$ cat config.mk
export PLATFORM = sky130hd
export DESIGN_NAME = mdu_seq
export DESIGN_NICKNAME = d
export VERILOG_FILES = /design/src/rtl/mdu_seq_pkg.sv /design/src/rtl/mdu_seq_fixup.sv /design/src/rtl/mdu_seq.sv
export SDC_FILE = /design/constraint.sdc
export NUM_CORES = 1
export LEC_CHECK = 0
export BUFFER_PORTS_ARGS = -buffer_cell sky130_fd_sc_hd__buf_4
export CAP_MARGIN = 20
export CELL_PAD_IN_SITES_DETAIL_PLACEMENT = 0
export CELL_PAD_IN_SITES_GLOBAL_PLACEMENT = 1
export CORE_MARGIN = 2
export CORE_UTILIZATION = 49
export DETAILED_ROUTE_END_ITERATION = 8
export GPL_TIMING_DRIVEN = 0
export PLACE_DENSITY = 0.83
export SLEW_MARGIN = 30
export SYNTH_ARGS = -nofsm -noshare
export SYNTH_HDL_FRONTEND = slang
export SYNTH_HIERARCHICAL = 1
export SYNTH_SLANG_ARGS = --single-unit
$ cat constraint.sdc
create_clock -name clk -period 9.2 [get_ports clk]
set_clock_uncertainty 0.2 [all_clocks]
set_input_delay 0.46 -clock clk [delete_from_list [all_inputs] [get_ports clk]]
set_output_delay 0.46 -clock clk [all_outputs]
set_load 0.02 [all_outputs]
$ cat src/rtl/mdu_seq_pkg.sv
// Shared definitions for the sequential RV32M multiply/divide unit:
// width, funct3 opcodes, FSM state type and operand signedness helpers.
package mdu_seq_pkg;

   localparam int XLEN = 32;

   localparam logic [2:0] F3_MUL    = 3'b000;
   localparam logic [2:0] F3_MULH   = 3'b001;
   localparam logic [2:0] F3_MULHSU = 3'b010;
   localparam logic [2:0] F3_MULHU  = 3'b011;
   localparam logic [2:0] F3_DIV    = 3'b100;
   localparam logic [2:0] F3_DIVU   = 3'b101;
   localparam logic [2:0] F3_REM    = 3'b110;
   localparam logic [2:0] F3_REMU   = 3'b111;

   typedef enum logic [1:0] {
      IDLE = 2'd0,
      CALC = 2'd1,
      DONE = 2'd2
   } mdu_state_t;

   // rs1 is signed for every op except MULHU and the unsigned divides.
   function automatic logic a_is_signed(input logic [2:0] f3);
      return f3[2] ? ~f3[0] : (f3 != F3_MULHU);
   endfunction

   // rs2 is signed only for MUL, MULH, DIV and REM.
   function automatic logic b_is_signed(input logic [2:0] f3);
      return f3[2] ? ~f3[0] : ~f3[1];
   endfunction

endpackage

$ cat src/rtl/mdu_seq_fixup.sv
// Two's-complement sign restoration and result selection applied to the
// magnitude-domain accumulator once the last radix-2 step is known.
module mdu_seq_fixup
   import mdu_seq_pkg::*;
#(
   parameter int XLEN = mdu_seq_pkg::XLEN
) (
   input  logic [2:0]        funct3,
   input  logic [2*XLEN-1:0] acc,
   input  logic              neg_a,
   input  logic              neg_b,
   input  logic              b_zero,
   output logic [XLEN-1:0]   result
);

   logic [2*XLEN-1:0] prod;
   logic [XLEN-1:0]   quo;
   logic [XLEN-1:0]   rem;
   logic              neg_res;

   always_comb begin
      neg_res = neg_a ^ neg_b;
      prod    = neg_res ? -acc : acc;
      quo     = neg_res ? -acc[XLEN-1:0] : acc[XLEN-1:0];
      // Remainder follows the dividend, which also yields rem = src_a on /0.
      rem     = neg_a ? -acc[2*XLEN-1:XLEN] : acc[2*XLEN-1:XLEN];
      result  = prod[XLEN-1:0];
      case (funct3)
         F3_MUL:                       result = prod[XLEN-1:0];
         F3_MULH, F3_MULHSU, F3_MULHU: result = prod[2*XLEN-1:XLEN];
         F3_DIV, F3_DIVU:              result = b_zero ? '1 : quo;
         F3_REM, F3_REMU:              result = rem;
         default:                      result = rem;
      endcase
   end

endmodule

$ cat src/rtl/mdu_seq.sv
// Sequential RV32M multiply/divide unit: one radix-2 shift-add or restoring
// subtract-shift step per cycle on operand magnitudes, fixed XLEN+1 latency.
module mdu_seq
   import mdu_seq_pkg::*;
#(
   parameter int XLEN = mdu_seq_pkg::XLEN
) (
   input  logic            clk,
   input  logic            rst,
   input  logic            start,
   input  logic [2:0]      funct3,
   input  logic [XLEN-1:0] src_a,
   input  logic [XLEN-1:0] src_b,
   input  logic            flush,
   output logic            busy,
   output logic            done,
   output logic            stall,
   output logic [XLEN-1:0] result
);

   localparam int CW = $clog2(XLEN) + 1;

   mdu_state_t        state_reg, state_next;
   logic [CW-1:0]     count_reg;
   logic [2*XLEN-1:0] acc_reg, acc_step;
   logic [XLEN-1:0]   op_a_reg, op_b_reg;
   logic [2:0]        f3_reg;
   logic              neg_a_reg, neg_b_reg, b_zero_reg;
   logic              done_reg;
   logic [XLEN-1:0]   result_reg, result_fix;

   logic              accept, step_en, last_step;
   logic              neg_a_in, neg_b_in;
   logic [XLEN-1:0]   mag_a_in, mag_b_in;
   logic [XLEN:0]     mul_sum, div_rem, div_diff;
   logic              div_ge;

   assign accept    = (state_reg == IDLE) & start & ~flush;
   assign step_en   = (state_reg == CALC) & ~flush;
   assign last_step = step_en & (count_reg == CW'(1));

   assign busy   = (state_reg != IDLE);
   assign done   = done_reg;
   assign result = result_reg;
   // Gated by reset so the execute stage is never held while the unit is in reset.
   assign stall  = rst & (((state_reg == IDLE) & start & ~flush) | (state_reg == CALC));

   always_comb begin
      neg_a_in = a_is_signed(funct3) & src_a[XLEN-1];
      neg_b_in = b_is_signed(funct3) & src_b[XLEN-1];
      mag_a_in = neg_a_in ? -src_a : src_a;
      mag_b_in = neg_b_in ? -src_b : src_b;
   end

   always_ff @(posedge clk or negedge rst) begin
      if (!rst) begin
         state_reg <= IDLE;
      end else begin
         state_reg <= state_next;
      end
   end

   always_comb begin
      state_next = state_reg;
      if (flush) begin
         state_next = IDLE;
      end else begin
         case (state_reg)
            IDLE:    if (start) state_next = CALC;
            CALC:    if (count_reg == CW'(1)) state_next = DONE;
            DONE:    state_next = IDLE;
            default: state_next = IDLE;
         endcase
      end
   end

   // Multiply keeps the multiplicand in op_a and shifts the multiplier out of op_b;
   // divide shifts dividend bits out of op_a into the remainder half of acc.
   always_comb begin
      mul_sum  = {1'b0, acc_reg[2*XLEN-1:XLEN]} + (op_b_reg[0] ? {1'b0, op_a_reg} : '0);
      div_rem  = {acc_reg[2*XLEN-1:XLEN], op_a_reg[XLEN-1]};
      div_diff = div_rem - {1'b0, op_b_reg};
      div_ge   = ~div_diff[XLEN];
      if (f3_reg[2]) begin
         acc_step = {(div_ge ? div_diff[XLEN-1:0] : div_rem[XLEN-1:0]),
                     acc_reg[XLEN-2:0], div_ge};
      end else begin
         acc_step = {mul_sum, acc_reg[XLEN-1:1]};
      end
   end

   mdu_seq_fixup #(
      .XLEN(XLEN)
   ) u_fixup (
      .funct3 (f3_reg),
      .acc    (acc_step),
      .neg_a  (neg_a_reg),
      .neg_b  (neg_b_reg),
      .b_zero (b_zero_reg),
      .result (result_fix)
   );

   always_ff @(posedge clk or negedge rst) begin
      if (!rst) begin
         count_reg  <= '0;
         acc_reg    <= '0;
         op_a_reg   <= '0;
         op_b_reg   <= '0;
         f3_reg     <= '0;
         neg_a_reg  <= 1'b0;
         neg_b_reg  <= 1'b0;
         b_zero_reg <= 1'b0;
         done_reg   <= 1'b0;
         result_reg <= '0;
      end else begin
         done_reg <= last_step;
         if (accept) begin
            f3_reg     <= funct3;
            neg_a_reg  <= neg_a_in;
            neg_b_reg  <= neg_b_in;
            b_zero_reg <= (src_b == '0);
            op_a_reg   <= mag_a_in;
            op_b_reg   <= mag_b_in;
            acc_reg    <= '0;
            count_reg  <= CW'(XLEN);
         end else if (step_en) begin
            acc_reg   <= acc_step;
            count_reg <= count_reg - CW'(1);
            if (f3_reg[2]) begin
               op_a_reg <= {op_a_reg[XLEN-2:0], 1'b0};
            end else begin
               op_b_reg <= {1'b0, op_b_reg[XLEN-1:1]};
            end
            // The signed result is latched on the edge that enters DONE.
            if (last_step) begin
               result_reg <= result_fix;
            end
         end
      end
   end

endmodule
Word level (Yosys, flattened, before mapping). Index checks and enable logic that the tools add are counted.

Add/subtract/negate cells: 8. Equality and inequality tests: 13. Mux-type cells: 26. Bitwise logic cells: 14. Reductions and logical operators: 13.

Operator list (number): two-way mux 32 bit (13); two-way mux 64 bit (4); negation 32 bit (4); one-hot mux 32 bit (4 select lines) (1); negation 64 bit (1); adder 32 x 32 -> 33 bit (1); subtractor 33 x 32 -> 33 bit (1); logical NOT 32 bit (1); equality test 3 bit (second input constant) (4); two-way mux 6 bit (2); bitwise AND 1 bit (7); equality test 3 x 2 -> 1 bit (second input constant) (2); equality test 6 x 1 -> 1 bit (second input constant) (1); two-way mux 2 bit (3); != test 3 x 2 -> 1 bit (second input constant) (2); AND reduction 2 bit (3); nonzero test 2 bit (3); subtractor 6 x 1 -> 6 bit (second input constant) (1); inverter 1 bit (5); one-hot mux 2 bit (2 select lines) (1); OR reduction 2 bit (2); equality test 3 x 1 -> 1 bit (second input constant) (1); logical NOT 3 bit (1); != test 3 bit (second input constant) (1); 8 further kinds (9).

Register bits after elaboration: 175. Input port bits: 71. Word-level logic and storage cells: 85.

Logic depth before layout (Yosys ltp). Gate-level depths: netlist of run 1.

Word-level depth: 7. Mapped depth: 25. Depth with buffers taken out: 24.

By module. The synthesis of run 1 kept the hierarchy.

Modules (own cells, without submodules): mdu_seq (times used 1, cells each 1632, area an instance 13228.9 µm², seq. area each 4379.2 µm²); mdu_seq_fixup (times used 1, cells each 508, area an instance 3373.2 µm², seq. area each 0.0 µm²).

Worst setup path before layout of run 1. No wires, ideal clock.

Kind: register to register. Start: register op_a_reg[31]. End: register result_reg[12], in the netlist result[12]. Library setup time: 0.117 ns. Data arrival time: 5.006 ns. Required time: 8.883 ns. Path slack: 3.876 ns. Stages on the path, launching flop included: 26. Period minus slack after synthesis: 5.324 ns. Path through: dfrtp_1 inv_1 ha_1 inv_1 fa_1 a211o_1 a21o_1 o21a_4 o211ai_2 a21boi_1 nor3_2 nor2_1 buf_2 o211ai_1 nand2b_1 inv_1 ha_1 nor3b_4 nand3_4 or3_1 nor2_1 mux2i_1 a21oi_1 or4_1 nand2_1 nand2_1.

Elaborated cells on any way between the ends: 12.

RTL lines: start, declared (RTL line mdu_seq.sv:26) `logic [XLEN-1:0] op_a_reg, op_b_reg;`; start signal, assigned (RTL line mdu_seq.sv:122) `op_a_reg <= mag_a_in;`; start signal, assigned (RTL line mdu_seq.sv:130) `op_a_reg <= {op_a_reg[XLEN-2:0], 1'b0};`; subtractor 33 x 32 -> 33 bit (RTL line mdu_seq.sv:82) `div_diff = div_rem - {1'b0, op_b_reg};`; two-way mux 32 bit (*) (RTL line mdu_seq.sv:85) `acc_step = {(div_ge ? div_diff[XLEN-1:0] : div_rem[XLEN-1:0]),`; two-way mux 64 bit (*) (RTL line mdu_seq.sv:84) `if (f3_reg[2]) begin`; named net acc_step[32] (RTL line mdu_seq.sv:25) `logic [2*XLEN-1:0] acc_reg, acc_step;`; negation 64 bit or negation 32 bit (tied branches) (RTL line mdu_seq_fixup.sv:23, mdu_seq_fixup.sv:26); two-way mux 64 bit or two-way mux 32 bit (tied branches) (RTL line mdu_seq_fixup.sv:23, mdu_seq_fixup.sv:26); one-hot mux 32 bit (4 select lines) (*) (RTL line mdu_seq_fixup.sv:28) `case (funct3)`; named net result_fix[12] (RTL line mdu_seq.sv:30) `logic [XLEN-1:0] result_reg, result_fix;`; end signal, assigned (RTL line mdu_seq.sv:136) `result_reg <= result_fix;`; end, declared (RTL line mdu_seq.sv:30).

The timed path passes the listed nets; every way through them passes the cells marked *. A chain may end at the register's enable or synchronous reset.

Worst setup path in the final report of run 1.
Start: register op_b_reg[0]. End: register result_reg[12], in the netlist result[12].

Elaborated cells on any way between the ends: 14.

RTL lines: start, declared (RTL line mdu_seq.sv:26); start signal, assigned (RTL line mdu_seq.sv:123) `op_b_reg <= mag_b_in;`; start signal, assigned (RTL line mdu_seq.sv:132) `op_b_reg <= {1'b0, op_b_reg[XLEN-1:1]};`; subtractor 33 x 32 -> 33 bit or two-way mux 32 bit (tied branches) (RTL line mdu_seq.sv:82, mdu_seq.sv:80); two-way mux 32 bit or adder 32 x 32 -> 33 bit (tied branches) (RTL line mdu_seq.sv:85, mdu_seq.sv:80); two-way mux 64 bit (*) (RTL line mdu_seq.sv:84); named net acc_step[32] (RTL line mdu_seq.sv:25); negation 64 bit or negation 32 bit (tied branches) (RTL line mdu_seq_fixup.sv:23, mdu_seq_fixup.sv:26); two-way mux 64 bit or two-way mux 32 bit (tied branches) (RTL line mdu_seq_fixup.sv:23, mdu_seq_fixup.sv:26); one-hot mux 32 bit (4 select lines) (*) (RTL line mdu_seq_fixup.sv:28); named net result_fix[12] (RTL line mdu_seq.sv:30).

Marks and branches as above.

==> results.sh, run 1 <==
export IMPL_status="complete, no violations"
export IMPL_p_leak_nw=8.50
export IMPL_arrival_ns=7.23
export IMPL_final_common_cell="nand2_1"
export IMPL_postLayoutCoreUtil=0.557
export IMPL_routed_top_layer="met4"
export IMPL_async_flop_share=1.00
export IMPL_critPathBufInv=3
export IMPL_mostFrequentLayoutCells="323 x nand2_1, 175 x dfrtp_1, 174 x a21oi_1"
export IMPL_pin_count=106
export IMPL_htreeDepth=4
export IMPL_grt_max_degree=84
export IMPL_coreArea_mm2=0.0334
export IMPL_largest_reg_flops=64
export IMPL_drt_wirelength_per_cell_um=22.9
export IMPL_ys_warnings_count=6
export IMPL_die_area_mm2=0.0354
export IMPL_area_growth_pct=12.2
export IMPL_synthFlopType="dfrtp_1"
export IMPL_clock_sinks=175
export IMPL_cp_start_kind="flip-flop"
export IMPL_tns_ns=0
export IMPL_hold_path_endpoint="op_b_reg[0]"
export IMPL_grt_pass1_wl_mm=94.9
export IMPL_diodes=0
export IMPL_rsz0062_at_grt="no"
export IMPL_fmax_mhz=141
export IMPL_required_ns=9.35
export IMPL_p_clk_frac=0.109
export IMPL_worstSetupEndpointType="flip-flop"
export IMPL_syn_cell_area_mm2=0.0166
export IMPL_ys_types=98
export IMPL_nFillCells=3231
export IMPL_ys_seq_area_frac=0.264
export IMPL_synthCells=2140
export IMPL_clock_latency_ns=0.47
export IMPL_relSlewSlack=0.322
export IMPL_initial_core_util=0.496
export IMPL_stdcell_count=2728
export IMPL_root_buffer="clkbuf_16"
export IMPL_power_density_mw_per_mm2=368
export IMPL_synth_xor_area_share=0.0944
export IMPL_drive_above_1_share=0.109
export IMPL_drc=0
export IMPL_path_delay_family="simple AND/OR/NAND/NOR gates"
export IMPL_wl_met1_mm=25.7
export IMPL_yosys_area_share_simple=0.233
export IMPL_antenna_left=0
export IMPL_vdd_drop_max_mv=0.213
export IMPL_tritoncts="done"
export IMPL_wl_mm=62.5
export IMPL_drt_initial_drc_count=1399
export IMPL_postCtsSetupBuffers=0
export IMPL_seqCellArea_mm2=0.00438
export IMPL_met3_length_mm=3.75
export IMPL_synth_area_mux_share=0.0490
export IMPL_tightestPinTransition_ns=1.01
export IMPL_cp_max_fo=10
export IMPL_firstDrtPassIters=8
export IMPL_grt_usage=0.350
export IMPL_synth_area_per_cell_um2=7.76
export IMPL_routed_via_density=6.21
export IMPL_critPathKind="flip-flop to flip-flop"
export IMPL_multi_input_area_mm2=0.0114
export IMPL_critical_path_cell_chain="ha_1 -> inv_1 -> fa_1 -> a211o_1 -> a21o_1 -> o21a_4 -> o211ai_2 -> a21boi_1 -> nor3_2 -> nor2_1 -> buf_2 -> o211ai_1 -> nand2b_1 -> inv_1 -> ha_1 -> nor3b_4 -> nand3_4 -> or3_1 -> a31oi_1 -> nand3b_1 -> a21oi_1 -> or4_1 -> nand2_1 -> nand2_1"
export IMPL_num_vias=17000
export IMPL_antenna_found_initial=1
export IMPL_yosys_area_share_adder=0.0567
export IMPL_die_w_um=188
export IMPL_hold_violations=0
export IMPL_seqPwrFrac=0.184
export IMPL_holdPathStages=3
export IMPL_die_height_um=188
export IMPL_cts_hold_buf=1
export IMPL_final_nets=2412
export IMPL_rrSetupSlack_ns=2.12
export IMPL_netSwitchingFraction=0.542
export IMPL_final_period_utilization=0.770
export IMPL_row_count=67
export IMPL_cp_num_cells=24
export IMPL_synth_edf_count=0
export IMPL_slowest_stage="dfrtp_1"
export IMPL_io_buffers=105
export IMPL_cap_viol_max_count=0
export IMPL_place_gp_congestion=1.08
export IMPL_fin_crit_ns=7.08
export IMPL_place_hpwl_mm=49.5
export IMPL_grt_pass1_vias=16300
export IMPL_synth_top_family_by_area="compound AO/OA/AOI/OAI gates"
export IMPL_hold_path_class="primary input to flip-flop"
export IMPL_cts_buffers=17
export IMPL_cts_clk_slew_worst_paths_ns=0.07
export IMPL_min_from="src_b[0]"
export IMPL_setup_viol=0
export IMPL_synth_compound_area_frac=0.250
export IMPL_internal_power_mw=3.14
export IMPL_r2r_start="op_b_reg[0]"
export IMPL_p_total_mw=6.85
export IMPL_syn_num_nets=2285
export IMPL_placed_cells=2695
export IMPL_post_cts_resize_count=0
export IMPL_reg2reg_to="result[12]"
export IMPL_dr_wl_met2_mm=29.1
export IMPL_p_comb_frac=0.706
export IMPL_reg2reg_depth=24
export IMPL_overflow=0
export IMPL_synth_seq_cells=175
export IMPL_critPathMaxStageDelay_ns=0.72
export IMPL_report_final_slew_viol_count=0
export IMPL_clockBufferDepth=2
export IMPL_p_sw_mw=3.71
[Yosys cell counts (5+ instances only)]
cell type  number  area share
a211o_1         5      0.0026
a211oi_1       31       0.014
a21boi_0        7      0.0032
a21o_1         53       0.024
a21oi_1       174       0.052
a221oi_1        7      0.0037
a22o_1         15      0.0079
a22oi_1         5      0.0023
a31o_2          6      0.0032
a31oi_1        39       0.015
and2_1         36       0.014
and3_1         25      0.0094
and4_1          5      0.0026
buf_1          18      0.0041
buf_2           7      0.0021
clkbuf_1       83       0.019
clkbuf_8       10      0.0083
dfrtp_1       175        0.26
ha_1           72       0.054
inv_1          66       0.015
mux2_2         34       0.023
mux2i_1        43       0.026
nand2_1       323       0.073
nand2b_1       11      0.0041
nand3_1        48       0.014
nand3b_1        8      0.0036
nand4_1        20      0.0075
nor2_1        142       0.032
nor2b_1        10      0.0038
nor3_1         63       0.019
nor4_1         27       0.010
o211ai_1       16      0.0072
o21a_1         15      0.0068
o21ai_0       168       0.051
o21bai_1        6      0.0027
o221ai_1        5      0.0026
o22ai_1        10      0.0038
o31a_1          6      0.0032
o31ai_1        25       0.011
o41ai_1         8      0.0042
or2_2          11      0.0041
or3_1          16      0.0060
or4_1          12      0.0054
xnor2_1       106       0.056
xor2_1         73       0.039
[per-stage QoR]
stage	cell area, um^2	setup WS, ns	hold WS, ns
3_3_place_gp	18000	2.29	0.262
4_1_cts	18600	2.26	0.0388
2_1_floorplan	16600	3.88	-0.0356
3_5_place_dp	18000	2.30	0.111
6_report	18600	2.12	0.0567
5_1_grt	18600	1.96	0.0629
[per-layer routing]
layer | vias up | track usage
met4 | 0 | 0.215
li1 | 7983 | -
met3 | 182 | 0.0554
met1 | 8136 | 0.434
met5 | - | 0
met2 | 652 | 0.573
[worst max-delay path by stage]
stage,startpoint,endpoint,slack (ns)
finish,op_b_reg[0],result[12],2.12
global route,op_b_reg[0],result[12],1.96
CTS,op_b_reg[0],result[12],2.26
detailed placement,op_b_reg[0],result[12],2.30
global placement,op_b_reg[0],result[12],2.29
floorplan,op_a_reg[31],result[12],3.88
[area by class of cell]
cell class                 instances  area share
timing repair buffer             108      0.0462
tap                              448      0.0301
multi-input combinational       1773       0.611
buffer                           125      0.0334
clock inverter                    12     0.00732
sequential                       175       0.235
inverter                          67      0.0135
clock buffer                      20      0.0235
[power by group through the flow]
| stage | Sequential [mW] | Combinational, mW | Clock, mW |
|---|---|---|---|
| floorplan | 1.19 | 3.31 | 0 |
| global placement | 1.26 | 4.65 | 0 |
| detailed placement | 1.26 | 4.69 | 0 |
| CTS | 1.25 | 4.71 | 0.758 |
| global route | 1.28 | 5.20 | 0.787 |
| finish | 1.26 | 4.84 | 0.748 |
[cells by family after synthesis]
group,count (synthesis)
buffers and inverters,192
AO/OA/AOI/OAI,651
XOR/XNOR,179
AND/OR/NAND/NOR,792
multiplexers,77
flip-flops,175
adder cells (fa/ha/maj),74
[worst reg2reg max path, cell delays in order, from the launching register on]
cell,delay (ns)
dfrtp_1,0.72
ha_1,0.30
inv_1,0.06
fa_1,0.42
a211o_1,0.32
a21o_1,0.21
o21a_4,0.25
o211ai_2,0.24
a21boi_1,0.16
nor3_2,0.63
nor2_1,0.17
buf_2,0.26
o211ai_1,0.24
nand2b_1,0.21
inv_1,0.16
ha_1,0.23
nor3b_4,0.39
nand3_4,0.22
or3_1,0.42
a31oi_1,0.22
nand3b_1,0.13
a21oi_1,0.07
or4_1,0.59
nand2_1,0.10
nand2_1,0.05
Note: power is estimated with default switching activity, not from simulation.
==> run 2, diff against run 1 <==
--- a/config.mk
+++ b/config.mk
@@ -10,10 +10,10 @@
 export CELL_PAD_IN_SITES_DETAIL_PLACEMENT = 0
 export CELL_PAD_IN_SITES_GLOBAL_PLACEMENT = 1
 export CORE_MARGIN = 2
-export CORE_UTILIZATION = 49
+export CORE_UTILIZATION = 47
 export DETAILED_ROUTE_END_ITERATION = 8
 export GPL_TIMING_DRIVEN = 0
-export PLACE_DENSITY = 0.83
+export PLACE_DENSITY = 0.8
 export SLEW_MARGIN = 30
 export SYNTH_ARGS = -nofsm -noshare
 export SYNTH_HDL_FRONTEND = slang
==> constraint.sdc (replaced) <==
create_clock -name clk -period 7.25 [get_ports clk]
set_clock_uncertainty 0.2 [all_clocks]
set_input_delay 0.3625 -clock clk [delete_from_list [all_inputs] [get_ports clk]]
set_output_delay 0.3625 -clock clk [all_outputs]
set_load 0.02 [all_outputs]
==> results.sh, run 2 (same netlist as run 1, synthesis figures left out) <==
export IMPL_final_common_cell="nand2_1"
export IMPL_rrSetupSlack_ns=0.25
export IMPL_grt_pass1_vias=16200
export IMPL_status="complete, no violations"
export IMPL_clock_sinks=175
export IMPL_critPathKind="flip-flop to flip-flop"
export IMPL_tritoncts="done"
export IMPL_largest_reg_flops=64
export IMPL_critPathMaxStageDelay_ns=0.70
export IMPL_mostFrequentLayoutCells="323 x nand2_1, 175 x dfrtp_1, 174 x a21oi_1"
export IMPL_critical_path_cell_chain="ha_1 -> inv_1 -> fa_1 -> a211o_1 -> a21o_1 -> o21a_4 -> o211ai_2 -> a21boi_1 -> nor3_4 -> nor2_1 -> buf_2 -> o211ai_1 -> nand2b_1 -> inv_1 -> ha_1 -> nor3b_4 -> nand3_4 -> or3_1 -> a31oi_1 -> nand3b_1 -> a21oi_1 -> or4_1 -> nand2_1 -> nand2_1"
export IMPL_placed_area_mm2=0.0180
export IMPL_postLayoutCellArea_mm2=0.0188
export IMPL_cp_max_fo=10
export IMPL_final_period_utilization=0.966
export IMPL_hold_violations=0
export IMPL_drt_initial_drc_count=1545
export IMPL_worstSetupEndpointType="flip-flop"
export IMPL_firstDrtPassIters=8
export IMPL_antenna_left=0
export IMPL_p_leak_nw=8.57
export IMPL_relSlewSlack=0.286
export IMPL_drt_wirelength_per_cell_um=23.3
export IMPL_root_buffer="clkbuf_16"
export IMPL_hold_path_class="primary input to flip-flop"
export IMPL_slowest_stage="dfrtp_1"
export IMPL_initial_core_util=0.479
export IMPL_drive_above_1_share=0.110
export IMPL_dpl_worst_slack_ns=0.242
export IMPL_reg2reg_to="result[12]"
export IMPL_place_hpwl_mm=51.1
export IMPL_place_gp_congestion=1.10
export IMPL_reg2reg_depth=24
export IMPL_placed_cells=2702
export IMPL_cap_viol_max_count=0
export IMPL_area_growth_pct=13.5
export IMPL_wl_mm=64.2
export IMPL_min_from="src_a[18]"
export IMPL_vdd_drop_max_mv=0.200
export IMPL_io_buffers=105
export IMPL_htreeDepth=4
export IMPL_report_final_slew_viol_count=0
export IMPL_hold_path_endpoint="op_a_reg[18]"
export IMPL_row_count=68
export IMPL_rsz0062_at_grt="no"
export IMPL_fin_crit_ns=7.00
export IMPL_power_density_mw_per_mm2=466
export IMPL_grt_usage=0.352
export IMPL_tightestPinTransition_ns=1.06
export IMPL_cts_buffers=17
export IMPL_pin_count=106
export IMPL_cts_clk_slew_worst_paths_ns=0.08
export IMPL_clock_latency_ns=0.48
export IMPL_antenna_found_initial=0
export IMPL_postCtsSetupBuffers=0
export IMPL_grt_max_degree=70
export IMPL_holdPathStages=4
export IMPL_tns_ns=0
export IMPL_arrival_ns=7.18
export IMPL_grt_pass1_wl_mm=96.6
export IMPL_die_w_um=192
export IMPL_routed_via_density=6.22
export IMPL_nFillCells=3383
export IMPL_fmax_mhz=143
export IMPL_clockBufferDepth=2
export IMPL_cp_start_kind="flip-flop"
export IMPL_stdcell_count=2756
export IMPL_die_height_um=192
export IMPL_r2r_start="op_b_reg[0]"
export IMPL_setup_slack_ns=0.246
export IMPL_num_vias=17100
export IMPL_overflow=0
export IMPL_die_area_mm2=0.0368
export IMPL_setup_viol=0
export IMPL_diodes=0
export IMPL_required_ns=7.42
export IMPL_drc=0
export IMPL_final_nets=2433
export IMPL_coreArea_mm2=0.0346
==> run 2: changes by cell type in the layout (fill, tap and decap cells not counted), sizes merged <==
cell | before | now
dlygate4sd3 | 1 | 22
clkinvlp | 2 | 5
bufinv | 2 | 0
clkbuf | 114 | 112
inv | 69 | 71
clkinv | 6 | 5
==> run 2: metrics by stage <==
step | power [mW] | hold WS, ns | utilization
after CTS | 8.60 | 0.00109 | 0.543
after floorplan | 5.72 | -0.133 | -
final | 8.78 | 0.00543 | 0.544
after detailed placement | 7.65 | 0.136 | 0.521
after global routing | 9.31 | 0.00899 | 0.544
after global placement | 7.59 | 0.260 | 0.519
==> run 2: layout make-up <==
type | instances | area (um^2) | area share
Buffer | 125 | 622 | 0.0330
Clock buffer | 18 | 429 | 0.0228
Clock inverter | 14 | 130 | 0.00690
Inverter | 67 | 251 | 0.0133
Multi-Input combinational cell | 1773 | 11400 | 0.605
Sequential cell | 175 | 4380 | 0.232
Tap cell | 455 | 569 | 0.0302
Timing Repair Buffer | 129 | 1070 | 0.0568
==> run 2: where the power goes <==
group | switching, mW | internal [mW] | total [mW]
Sequential | 0.368 | 1.26 | 1.62
Clock | 0.473 | 0.451 | 0.924
Combinational | 4.00 | 2.23 | 6.23
Total | 4.84 | 3.94 | 8.78
==> run 2: what timing repair did <==
item,4_1_cts,5_1_grt
endpoints found under the setup margin,0,5
resized for setup,0,1
hold endpoints to repair,77,0
hold buffers,22,0
==> run 2: how the worst max path moves through the flow <==
stage | start | endpoint | slack (ns) | cells past startpoint
after global placement | op_b_reg[0] | result[12] | 0.27 | 24
after CTS | op_b_reg[0] | result[12] | 0.22 | 24
after floorplan | op_a_reg[31] | result[12] | 1.93 | 25
after detailed placement | op_b_reg[0] | result[12] | 0.24 | 24
final | op_b_reg[0] | result[12] | 0.25 | 24
after global routing | op_b_reg[0] | result[12] | 0.0007 | 24
==> run 2: routing by layer <==
layer | GRT usage | routed length, um | vias up | part of all wire
met2 | 0.579 | 29600 | 697 | 0.46
met1 | 0.439 | 26800 | 8212 | 0.42
met5 | 0 | 0 | - | 0
li1 | - | - | 8043 | -
met4 | 0.209 | 4200 | 0 | 0.065
met3 | 0.0468 | 3490 | 182 | 0.054
==> run 2: critical path: cells and delay by family (launching register included) <==
kind,cells,cell delay (ns)
compound gates,8,1.74
fa+ha+maj,3,0.96
buf+inv,3,0.48
flops,1,0.70
simple gates,10,2.80
